$ cat config.mk
export PLATFORM = sky130hd
export DESIGN_NAME = uart_tx
export DESIGN_NICKNAME = d
export VERILOG_FILES = /design/src/rtl/uart_tx.sv
export SDC_FILE = /design/constraint.sdc
export NUM_CORES = 1
export LEC_CHECK = 0
export CORE_MARGIN = 2
export CORE_UTILIZATION = 49
export CTS_BUF_LIST = sky130_fd_sc_hd__clkbuf_16
export CTS_CLUSTER_DIAMETER = 80
export DETAILED_ROUTE_END_ITERATION = 8
export GPL_TIMING_DRIVEN = 0
export HOLD_SLACK_MARGIN = 0.15
export PLACE_DENSITY = 0.67
export RECOVER_POWER = 50
export SYNTH_ARGS = -nofsm -noshare
export SYNTH_HDL_FRONTEND = slang
export SYNTH_SLANG_ARGS = --single-unit
$ cat constraint.sdc
create_clock -name clk -period 3.7 [get_ports clk]
set_input_delay 1.11 -clock clk [delete_from_list [all_inputs] [get_ports clk]]
set_output_delay 1.11 -clock clk [all_outputs]
set_load 0.01 [all_outputs]
$ cat src/rtl/uart_tx.sv
// uart_tx: buffered 8N1 UART transmitter (LSB first), the status/ack return path.
// Latency: byte written in cycle N is popped in N+1; start bit on tx from N+2.
// Backpressure: ready drops while the byte queue is full; writes while full are
//   dropped and flagged by a one-cycle overflow pulse on the following cycle.
//
// Ports:
//   clk         single clock, rising edge
//   reset       synchronous, active-low
//   data_in     byte to enqueue (sampled only in the accepting cycle)
//   data_valid  write strobe, accepted when data_valid && ready
//   ready       queue not full (decoded from the registered count)
//   tx          registered serial line, idles high
//   busy        a frame is on the line (START/DATA/STOP)
//   fifo_count  bytes waiting, excluding the frame currently being sent
//   overflow    registered pulse: a write was attempted while ready was low

// sync_fifo: circular byte queue with wrapping pointers and a count register.
// Latency: a written entry is visible at the head (and in count) the next cycle.
// Backpressure: full is decoded from count; writes while full are ignored.
module sync_fifo #(
  parameter int W     = 8,
  parameter int DEPTH = 4
) (
  input  logic                    clk,
  input  logic                    reset,
  input  logic                    wr_vld,
  input  logic [W-1:0]            wr_dat,
  input  logic                    rd_en,
  output logic [W-1:0]            rd_dat,
  output logic [$clog2(DEPTH):0]  count,
  output logic                    full
);

  localparam int AW = $clog2(DEPTH);
  localparam int CW = AW + 1;
  localparam logic [CW-1:0] FULL_CNT = CW'(DEPTH);

  logic [W-1:0]  mem [DEPTH];
  logic [AW-1:0] wr_ptr;
  logic [AW-1:0] rd_ptr;
  logic          wr_en;
  logic          rd_go;

  assign full   = (count == FULL_CNT);
  assign wr_en  = wr_vld && !full;
  assign rd_go  = rd_en && (count != '0);
  assign rd_dat = mem[rd_ptr];

  // Storage is not reset: contents are only meaningful behind a nonzero count.
  always_ff @(posedge clk) begin
    if (wr_en) begin
      mem[wr_ptr] <= wr_dat;
    end
  end

  always_ff @(posedge clk) begin
    if (!reset) begin
      wr_ptr <= '0;
      rd_ptr <= '0;
      count  <= '0;
    end else begin
      if (wr_en) begin
        wr_ptr <= wr_ptr + AW'(1);
      end
      if (rd_go) begin
        rd_ptr <= rd_ptr + AW'(1);
      end
      // A write and a pop in the same cycle leave the count untouched.
      unique case ({wr_en, rd_go})
        2'b10:   count <= count + CW'(1);
        2'b01:   count <= count - CW'(1);
        default: count <= count;
      endcase
    end
  end

endmodule

// uart_tx: queue front end plus the serializer FSM.
// Latency: see file header; frames run back-to-back with no idle gap.
// Backpressure: ready = queue not full; popping frees a slot immediately.
module uart_tx #(
  parameter int CLKS_PER_BIT = 868,
  parameter int FIFO_DEPTH   = 8
) (
  input  logic                          clk,
  input  logic                          reset,
  input  logic [7:0]                    data_in,
  input  logic                          data_valid,
  output logic                          ready,
  output logic                          tx,
  output logic                          busy,
  output logic [$clog2(FIFO_DEPTH):0]   fifo_count,
  output logic                          overflow
);

  localparam int BCW = (CLKS_PER_BIT > 1) ? $clog2(CLKS_PER_BIT) : 1;
  localparam logic [BCW-1:0] BIT_LAST = BCW'(CLKS_PER_BIT - 1);

  typedef enum logic [1:0] {
    IDLE  = 2'd0,
    START = 2'd1,
    DATA  = 2'd2,
    STOP  = 2'd3
  } state_t;

  state_t         state_q;
  state_t         state_d;
  logic [BCW-1:0] bit_cnt_q;
  logic [BCW-1:0] bit_cnt_d;
  logic [2:0]     bit_idx_q;
  logic [2:0]     bit_idx_d;
  logic [7:0]     shift_q;
  logic [7:0]     shift_d;
  logic           tx_q;
  logic           tx_d;
  logic           overflow_q;
  logic           pop;
  logic           bit_last;
  logic           fifo_full;
  logic           queued;
  logic [7:0]     head_dat;

  sync_fifo #(
    .W     (8),
    .DEPTH (FIFO_DEPTH)
  ) u_fifo (
    .clk    (clk),
    .reset  (reset),
    .wr_vld (data_valid),
    .wr_dat (data_in),
    .rd_en  (pop),
    .rd_dat (head_dat),
    .count  (fifo_count),
    .full   (fifo_full)
  );

  assign ready    = !fifo_full;
  assign queued   = (fifo_count != '0);
  assign bit_last = (bit_cnt_q == BIT_LAST);

  // Next-state, pop and next tx level.  tx is registered from the *next*
  // state so the line level always lines up with the state register.
  always_comb begin
    state_d   = state_q;
    bit_cnt_d = bit_last ? '0 : bit_cnt_q + BCW'(1);
    bit_idx_d = bit_idx_q;
    shift_d   = shift_q;
    pop       = 1'b0;

    unique case (state_q)
      IDLE: begin
        bit_cnt_d = '0;
        if (queued) begin
          pop       = 1'b1;
          shift_d   = head_dat;
          bit_idx_d = '0;
          state_d   = START;
        end
      end
      START: begin
        if (bit_last) begin
          bit_idx_d = '0;
          state_d   = DATA;
        end
      end
      DATA: begin
        if (bit_last) begin
          shift_d   = {1'b0, shift_q[7:1]};
          bit_idx_d = bit_idx_q + 3'd1;
          if (bit_idx_q == 3'd7) begin
            state_d = STOP;
          end
        end
      end
      STOP: begin
        if (bit_last) begin
          // Chain straight into the next start bit when more bytes wait.
          if (queued) begin
            pop       = 1'b1;
            shift_d   = head_dat;
            bit_idx_d = '0;
            state_d   = START;
          end else begin
            state_d   = IDLE;
          end
        end
      end
      default: begin
        state_d = IDLE;
      end
    endcase

    unique case (state_d)
      START:   tx_d = 1'b0;
      DATA:    tx_d = shift_d[0];
      default: tx_d = 1'b1;
    endcase
  end

  always_ff @(posedge clk) begin
    if (!reset) begin
      state_q    <= IDLE;
      bit_cnt_q  <= '0;
      bit_idx_q  <= '0;
      shift_q    <= '0;
      tx_q       <= 1'b1;
      overflow_q <= 1'b0;
    end else begin
      state_q    <= state_d;
      bit_cnt_q  <= bit_cnt_d;
      bit_idx_q  <= bit_idx_d;
      shift_q    <= shift_d;
      tx_q       <= tx_d;
      overflow_q <= data_valid && fifo_full;
    end
  end

  assign tx       = tx_q;
  assign busy     = (state_q != IDLE);
  assign overflow = overflow_q;

endmodule

==> results of run 1 <==
[logic make-up (layout without fill, tap and decap cells)]
| group | count (synthesis) | count (layout) | synth area share, % |
|---|---|---|---|
| AOI/OAI and AO/OA | 42 | 42 | 6.74 |
| xor gates and xnor gates | 17 | 17 | 3.38 |
| adders and majority gates | 13 | 13 | 3.69 |
| buffers and inverters | 20 | 57 | 2.10 |
| DFF | 102 | 102 | 60.9 |
| muxes | 27 | 27 | 10.7 |
| and+or+nand+nor | 99 | 99 | 12.5 |
[stage by stage]
step	worst slack (ps)	power, mW	util, %	hold WS (ps)	cells
after floorplan	1040	2.13	-	426	320
after global placement	-283	2.37	54.1	443	446
after detailed placement	161	2.40	54.4	454	449
after CTS	526	3.35	58.0	472	465
after global routing	189	3.52	57.9	508	465
final	600	3.31	57.9	464	465
[cell type report]
class                           count  area share (%)
Sequential cell                   102            53.1
Clock inverter                      7            1.66
Buffer                             15            1.46
Inverter                            5           0.372
Tap cell                          108            2.68
Clock buffer                        9            4.46
Multi-Input combinational cell    198            32.2
Timing Repair Buffer               21            4.01
[flip-flops by register name, indices dropped and copies added (netlist names), named ones only]
register	flops
u_fifo.count	4
bit_cnt_q	10
state_q	2
overflow	1
bit_idx_q	3
u_fifo.mem	64
shift_q	8
u_fifo.rd_ptr	3
tx	1
u_fifo.wr_ptr	3
[routing by layer]
| layer | GRT usage [%] | wire length (um) | up-vias | part of all wire [%] |
|---|---|---|---|---|
| met2 | 30.2 | 4050 | 46 | 53 |
| met1 | 21.1 | 3260 | 1279 | 42 |
| li1 | - | - | 1272 | - |
| met4 | 5.37 | 93 | 0 | 1.2 |
| met3 | 4.11 | 276 | 9 | 3.6 |
| met5 | 0 | 0 | - | 0 |
[power groups by stage]
stage | sequential (mW) | combinational (mW) | clock, mW
global placement | 1.47 | 0.908 | 0
finish | 1.45 | 0.919 | 0.942
CTS | 1.45 | 0.938 | 0.963
floorplan | 1.46 | 0.672 | 0
detailed placement | 1.47 | 0.932 | 0
global route | 1.46 | 1.04 | 1.01
[worst max-delay path, stage by stage (launching register included)]
cell and delay (ps):
dfxtp_1 370, ha_1 270, and4bb_1 330, a41oi_1 260, nor3_2 430, ha_1 330, xor2_1 180, ha_1 160
a21oi_1 50, xor2_1 170, or3_1 300, a21boi_0 160
[final timing paths]
| check | startpoint | endpoint | slack (ps) | cells past startpoint |
|---|---|---|---|---|
| worst max-delay path | bit_cnt_q[0]$_SDFF_PP0_ | u_fifo.count[2]$_SDFFE_PN0P_ | 600 | 11 |
| worst max register to register | bit_cnt_q[0]$_SDFF_PP0_ | u_fifo.count[2]$_SDFFE_PN0P_ | 600 | 11 |
| worst min register to register | bit_cnt_q[0]$_SDFF_PP0_ | bit_cnt_q[0]$_SDFF_PP0_ | 460 | 1 |
| worst min-delay path | bit_cnt_q[0]$_SDFF_PP0_ | bit_cnt_q[0]$_SDFF_PP0_ | 460 | 1 |
[cell usage in the layout, fill, tap and decap left out, types with 3 or more instances in the layout]
cell type	count
buf_4	3
nor3_1	9
o211ai_1	5
nand3_1	8
ha_1	13
mux4_2	16
nand2b_1	3
a21oi_1	4
o21ai_0	8
nand2_1	24
inv_8	3
xor2_1	11
dfxtp_1	38
buf_2	7
xnor2_1	6
inv_1	5
clkbuf_1	6
a22oi_1	8
clkdlybuf4s50_1	9
and2_1	9
edfxtp_1	64
mux2i_1	11
dlygate4sd3_1	9
clkbuf_16	9
nor2_1	17
nor2b_1	9
==> metrics.md, run 1 <==
| Metric | Value |
|---|---|
| Status | finished clean |
| Clock latency on the worst-skew pair | 350 ps |
| CTS clk-pin slew, worst paths | 70 ps |
| Final setup TNS | 0 ps |
| Post-synth EDFFs | 64 |
| Pre-Repair DR Iteration Count | 4 |
| First-pass GRT wire length | approximately 13000 um |
| FF/Latch Area | roughly 2700 um^2 |
| Slew headroom | 12.3% |
| Routed WL per cell | 16.5 um |
| Final instance area | a little over 5000 um^2 |
| Synth cell count leaders | 64 x edfxtp_1, 38 x dfxtp_1, 24 x nand2_1 |
| LEAKAGE | 1.76 nW |
| Port-buffer cells | 18 |
| Pwr dens | 655 nW/um^2 |
| Post-Syn Nets | 344 |
| Share of the synthesized area in the top cell type | 43.6% |
| GP Congestion | around 0.79 |
| Post-cts sizing count | 0 |
| Diode count | 0 |
| Maximum clock rate | 323 MHz |
| Worst path arrival time | 3370 ps |
| Clk_skew | 9.24 ps |
| H-tree depth | 3 |
| Cell area after synthesis | 4400 um^2 |
| Worst EP required | 3970 ps |
| Vias/cell | 5.60 |
| Setup Viol. Count Final | 0 |
| Sequential Power Share | 43.7% |
| Post-layout min period | 3100 ps |
| VDD IR-drop max | 0.000364 V |
| Switching Fraction | 31.8% |
| Predominant post-synthesis flop cell | edfxtp_1 |
| Total die area | 9760 um^2 |
| Post-synthesis sequential area ratio | 60.9% |
| Clock sinks | 102 |
| FILL cells | 697 |
| CTS root buf | clkbuf_16 |
| Count leader, synth | edfxtp_1 |
| Final hold vios | 0 |
| Cell row count | 34 |
| Postcts setup bufs | 0 |
| WS Path Type | register to register |
| Gr usage total | ~17% |
| Pin count of the biggest net entering global routing | 22 |
| Internal Dissipation | around 2.3 mW |
| Starting density of the core | 50.5% |
| Placed inst area | 4750 um^2 |
| # Max-Cap Violations | 0 |
| Clock Power Share | 28.5% |
| Die X | 98.8 um |
| Core Box Area | 8720 um^2 |
| CTS tree | built |
| Critical path endpoint category | register |
| DP HPWL | 5310 um |
| GR Overflow Total | 0 |
| Area grow syn2layout | 14.7% |
| Starting DRT DRC Count | 94 |
| CP Launch Type | register |
| Initial antenna violation count | 0 |
| Hold Path Class | register to register |
| Via count of the first global-routing pass | 2600 |
| Mapped Avg Cell Area | between 10 and 15 um^2 |
| Yosys reg bits | 102 |
| Main area contributors after synthesis | edfxtp_1 44%, dfxtp_1 17%, mux4_2 8.2% |
| Final wirelength | 7680 um |
| Async S/R FF share, synth | 0% |
| Post-CTS Hold Buffers | 0 |
| DRC | 0 |
| Yosys top cell by area | edfxtp_1 |
| Clock Tree Buf Depth | 2 |
| Synth warn | 0 |
| Final nets | ~380 |
| Slew Limit Fails | 0 |
| Antenna Nets Post-Route | 0 |
| Mapped Cells | 320 |
| Unrepaired setup endpoints after global routing | false |
| TritonCTS buffer count | 9 |
| Tcrit/Tclk final | a little over four fifths |
| Comb pwr share | between 20 and 30% |
| Critical Path Fanout Max | 5 |
| Cell variety after synth | 51 |
| Net switching power | around 1.1 mW |
| Vias | 2606 |
| Layout cells sized above 1 | 14.6% |
| Die height | 98.8 um |
| Multi-input gate area in the final layout | 1630 um^2 |
| # IOs | 19 |
| Worst-margin pin slew | 1310 ps |
Power figures use the tool's default switching activity.
==> inputs of run 2 (changes only) <==
- PLACE_DENSITY: 0.67 -> 0.69
- clock period: 3.7 -> 2.8 ns (I/O delays scaled with it)
==> metrics.md, run 2 (synthesized netlist as in run 1, its figures left out) <==
| Metric | Value |
|---|---|
| Maximum clock rate | 373 MHz |
| Clk_skew | 7.51 ps |
| FILL cells | 701 |
| Hold Path Class | register to register |
| Setup Viol. Count Final | 0 |
| Pwr dens | 876 nW/um^2 |
| Critical path endpoint category | output port |
| Worst path arrival time | 1840 ps |
| Final hold vios | 0 |
| Post-layout min period | 2680 ps |
| Port-buffer cells | 18 |
| DP HPWL | 5230 um |
| Gr usage total | 17.4% |
| Core Box Area | 8720 um^2 |
| Post-Place Cells | 450 |
| LEAKAGE | roughly 1.8 nW |
| CTS tree | built |
| Unrepaired setup endpoints after global routing | false |
| Starting DRT DRC Count | 89 |
| Top Registers | u_fifo.mem: 64 flops, bit_cnt_q: 10 flops, shift_q: 8 flops |
| Biggest register | u_fifo.mem |
| Worst EP required | approximately 2000 ps |
| Vias/cell | 5.60 |
| Starting density of the core | 50.5% |
| CP Launch Type | register |
| Hold_ws | 457 ps |
| R2R cell count | 11 |
| Layout cells sized above 1 | between 10% and 20% |
| Die height | 98.8 um |
| Cell row count | 34 |
| CTS clk-pin slew, worst paths | 70 ps |
| Clock sinks | ~100 |
| H-tree depth | 3 |
| Commonest non-fill, non-tap cell in the layout | edfxtp_1 |
| Die X | 98.8 um |
| First-pass GRT wire length | 13100 um |
| Worst-margin pin slew | 919 ps |
| Vias | about 2600 |
| Tcrit/Tclk final | between 90% and 100% |
| Critical Path Fanout Max | 7 |
| Largest register FFs | 64 |
| Routed WL per cell | 16.9 um |
| Total die area | 9760 um^2 |
| Hold depth | 2 |
| Final nets | 378 |
| CTS root buf | clkbuf_16 |
| Final setup TNS | 0 ps |
| Antenna Nets Post-Route | 0 |
| # Max-Cap Violations | 0 |
| # IOs | 19 |
| Post-CTS Hold Buffers | 0 |
| Via count of the first global-routing pass | 2537 |
| Initial antenna violation count | 0 |
| Slew headroom | 38.5% |
| DRC | 0 |
| Pin count of the biggest net entering global routing | 20 |
| VDD IR-drop max | 0.000421 V |
| Clock Tree Buf Depth | 2 |
| Pre-Repair DR Iteration Count | 4 |
| Status | finished clean |
| GP Congestion | 0.830 |
| Area grow syn2layout | 15.8% |
| Non-filler cells, final | 467 |
| Clock latency on the worst-skew pair | 340 ps |
| Diode count | 0 |
| Final wirelength | 7910 um |
| WS Path Type | register to output port |
| Most frequent cells in the layout | 64 x edfxtp_1, 38 x dfxtp_1, 23 x nand2_1 |
| TritonCTS buffer count | 9 |
| Slew Limit Fails | 0 |
| GR Overflow Total | 0 |
[run 2: cell count changes in the layout (fill, tap and decap cells not counted), moves of 2 or more]
cell | before | now
inv_6 | 0 | 3
clkinv_4 | 2 | 0
ha_1 | 13 | 11
ha_2 | 0 | 2
inv_8 | 3 | 1
nor3_2 | 2 | 0
[run 2: path summary, 6_finish.rpt]
| path | from | end | slack [ps] |
|---|---|---|---|
| setup / recovery | state_q[0]$_SDFF_PN0_ | busy | 120 |
| hold / removal | shift_q[2]$_SDFFE_PN0P_ | shift_q[2]$_SDFFE_PN0P_ | 460 |
| setup reg to reg | bit_cnt_q[0]$_SDFF_PP0_ | u_fifo.count[2]$_SDFFE_PN0P_ | 150 |
| hold reg to reg | shift_q[2]$_SDFFE_PN0P_ | shift_q[2]$_SDFFE_PN0P_ | 460 |
[run 2: power breakdown]
group          internal, mW  leakage [nW]  total [mW]  switching [mW]
Clock                 0.715         0.155        1.28           0.569
Sequential             1.78         0.890        1.92           0.145
Combinational         0.588         0.721        1.26           0.672
Total                  3.08          1.77        4.46            1.39
[run 2: layer usage]
| metal | part of all wire, % | track usage (%) | routed length (um) | vias to the layer above |
|---|---|---|---|---|
| met3 | 3.8 | 4.40 | 299 | 9 |
| met5 | 0 | 0 | 0 | - |
| li1 | - | - | - | 1275 |
| met4 | 1.5 | 5.16 | 116 | 0 |
| met2 | 51 | 29.5 | 4020 | 41 |
| met1 | 44 | 22.3 | 3470 | 1292 |
[run 2: through the flow]
stage | instance area, um^2 | setup WS, ps | util [%] | power, mW
3_5_place_dp | 4750 | -360 | 54.5 | 3.18
5_1_grt | 5100 | 3.99 | 58.5 | 4.71
2_1_floorplan | 4400 | 136 | - | 2.81
4_1_cts | 5080 | 1.99 | 58.3 | 4.50
3_3_place_gp | 4720 | -901 | 54.1 | 3.14
6_report | 5100 | 122 | 58.5 | 4.46
[run 2: repair_timing]
| item | CTS | global route |
|---|---|---|
| hold endpoints to repair | 0 | 0 |
| setup endpoints to repair | 1 | 2 |
| setup buffers | 1 | 0 |
| pin swaps | 1 | 0 |
| resized for setup | 2 | 3 |
[run 2: worst max-delay path, cell delays in order, from the launching register on]
cell             delay [ps]
dfxtp_1                 460
inv_1                   140
ha_1                    280
inv_1                    80
clkdlybuf4s50_1         530
[run 2: layout make-up]
class	count	area [um^2]	area share, %
well taps	108	135	2.65
plain buffers	14	70.1	1.37
clock buffers	9	225	4.42
clock inverters	7	88.8	1.74
inverters	5	18.8	0.368
repair buffers	24	219	4.29
multi-input cells	198	1660	32.5
flip-flops and latches	102	2680	52.6
==> inputs of run 3 (changes only) <==
- CORE_UTILIZATION: 49 -> 30
- PLACE_DENSITY: 0.69 -> default
- SLEW_MARGIN: default -> 20
==> metrics.md, run 3 (synthesized netlist as in run 1, its figures left out) <==
| Metric | Value |
|---|---|
| TritonCTS buffer count | 9 |
| Place WS | -373 ps |
| R2R cell count | 11 |
| Die height | 125 um |
| Diode count | 0 |
| Routed WL per cell | 15.3 um |
| Crit-path cells | nor3_1 -> nand2_1 -> clkdlybuf4s50_1 |
| Worst path top cell family by delay | buffers and inverters |
| Final hold vios | 0 |
| Starting density of the core | 30.5% |
| Maximum clock rate | 377 MHz |
| DRC | 0 |
| Initial antenna violation count | 0 |
| Largest register FFs | 64 |
| Pwr Total | 4.54 mW |
| Unrepaired setup endpoints after global routing | false |
| Clk_skew | 7.45 ps |
| Worst EP required | between 1500 and 2000 ps |
| VDD IR-drop max | about 0.00042 V |
| Worst-margin pin slew | 918 ps |
| Commonest non-fill, non-tap cell in the layout | edfxtp_1 |
| H-tree depth | 3 |
| FILL cells | 1413 |
| Pwr dens | 867 nW/um^2 |
| Top Registers | u_fifo.mem: 64 flops, bit_cnt_q: 10 flops, shift_q: 8 flops |
| Final setup TNS | 0 ps |
| Hold_ws | 458 ps |
| FF/Latch Area | 2690 um^2 |
| LEAKAGE | 1.78 nW |
| # Max-Cap Violations | 0 |
| # IOs | 19 |
| GP Congestion | approximately 0.75 |
| CTS tree | built |
| Non-filler cells, final | 542 |
| CP Launch Type | register |
| Worst path arrival time | 1810 ps |
| Biggest register | u_fifo.mem |
| Setup Viol. Count Final | 0 |
| Most frequent cells in the layout | 64 x edfxtp_1, 36 x dfxtp_1, 23 x nand2_1 |
| Clock Tree Buf Depth | 2 |
| Core Box Area | 14400 um^2 |
| Final nets | 377 |
| Total die area | 15700 um^2 |
| GR Overflow Total | 0 |
| Tcrit/Tclk final | 94.7% |
| Slew headroom | 38.6% |
| Vias | around 2600 |
| Area grow syn2layout | 18.8% |
| Final instance area | 5230 um^2 |
| Vias/cell | around 4.8 |
| Cell row count | 44 |
| Clock latency on the worst-skew pair | 360 ps |
| DP HPWL | 5560 um |
| Post-layout min period | 2650 ps |
| Status | finished clean |
| Post-CTS Hold Buffers | 0 |
| Slew Limit Fails | 0 |
| Pre-Repair DR Iteration Count | 4 |
| CP max stage cell | clkdlybuf4s50_1 |
| Final wirelength | 8310 um |
| Via count of the first global-routing pass | 2615 |
| Layout cells sized above 1 | about 18% |
| First-pass GRT wire length | 13600 um |
| Port-buffer cells | 18 |
| CP Depth | 3 |
| Crit path buffers/inverters | 1 |
| Starting DRT DRC Count | 77 |
| Hold depth | 2 |
| CTS clk-pin slew, worst paths | approximately 70 ps |
| Clock sinks | 102 |
| Gr usage total | 11.3% |
| Placed inst area | 4870 um^2 |
| Slowest Stage Delay on Critical Path | 590 ps |
| Multi-input gate area in the final layout | 1690 um^2 |
| Hold Path Class | register to register |
| CTS root buf | clkbuf_16 |
| Critical path endpoint category | output port |
| Antenna Nets Post-Route | 0 |
| Final core utilization | 36.3% |
| Critical Path Fanout Max | 10 |
| Post-Place Cells | 526 |
| WS Path Type | register to output port |
| Die X | 125 um |
| Final worst slack | 149 ps |
| Pin count of the biggest net entering global routing | 21 |
run 3: cell types whose count changed in the layout (fill, tap and decap cells not counted), sizes merged:
cell	change
clkbuf	-1
clkinv	-1
inv	+1
run 3: worst paths after layout:
path,from,to,slack [ps]
worst max-delay path,u_fifo.count[1]$_SDFFE_PN0P_,ready,150
worst min-delay path,shift_q[2]$_SDFFE_PN0P_,shift_q[2]$_SDFFE_PN0P_,460
worst max register to register,bit_cnt_q[1]$_SDFF_PP0_,u_fifo.count[2]$_SDFFE_PN0P_,210
worst min register to register,shift_q[2]$_SDFFE_PN0P_,shift_q[2]$_SDFFE_PN0P_,460
run 3: power breakdown:
part	leakage (nW)	total [mW]	internal, mW	switching [mW]
clock	0.158	1.34	0.723	0.615
sequential	0.891	1.93	1.78	0.148
combinational	0.730	1.27	0.599	0.673
total	1.78	4.54	3.10	1.44
run 3: layout make-up:
type / instances / share of cell area (%)
sequential: 102 / 51.3
inverter: 5 / 0.359
multi-input combinational: 198 / 32.3
clock buffer: 9 / 4.31
clock inverter: 7 / 1.82
buffer: 14 / 1.34
tap: 184 / 4.40
timing repair buffer: 23 / 4.16
run 3: routing by layer:
| layer | track usage [%] | up-vias | wire length, um |
|---|---|---|---|
| met5 | 0 | - | 0 |
| met4 | 4.77 | 0 | 144 |
| met3 | 3.12 | 10 | 231 |
| met2 | 19.0 | 29 | 4140 |
| met1 | 13.7 | 1300 | 3790 |
| li1 | - | 1273 | - |
run 3: what timing repair did:
action	4_1_cts	5_1_grt
gates resized for setup	3	5
pin swaps	1	1
buffers inserted	1	0
endpoints found under the setup margin	1	3
run 3: worst min-delay path: cells and delay by family, from the launching register on:
family        cells  cell delay, ps
flops             1             320
simple gates      2              90
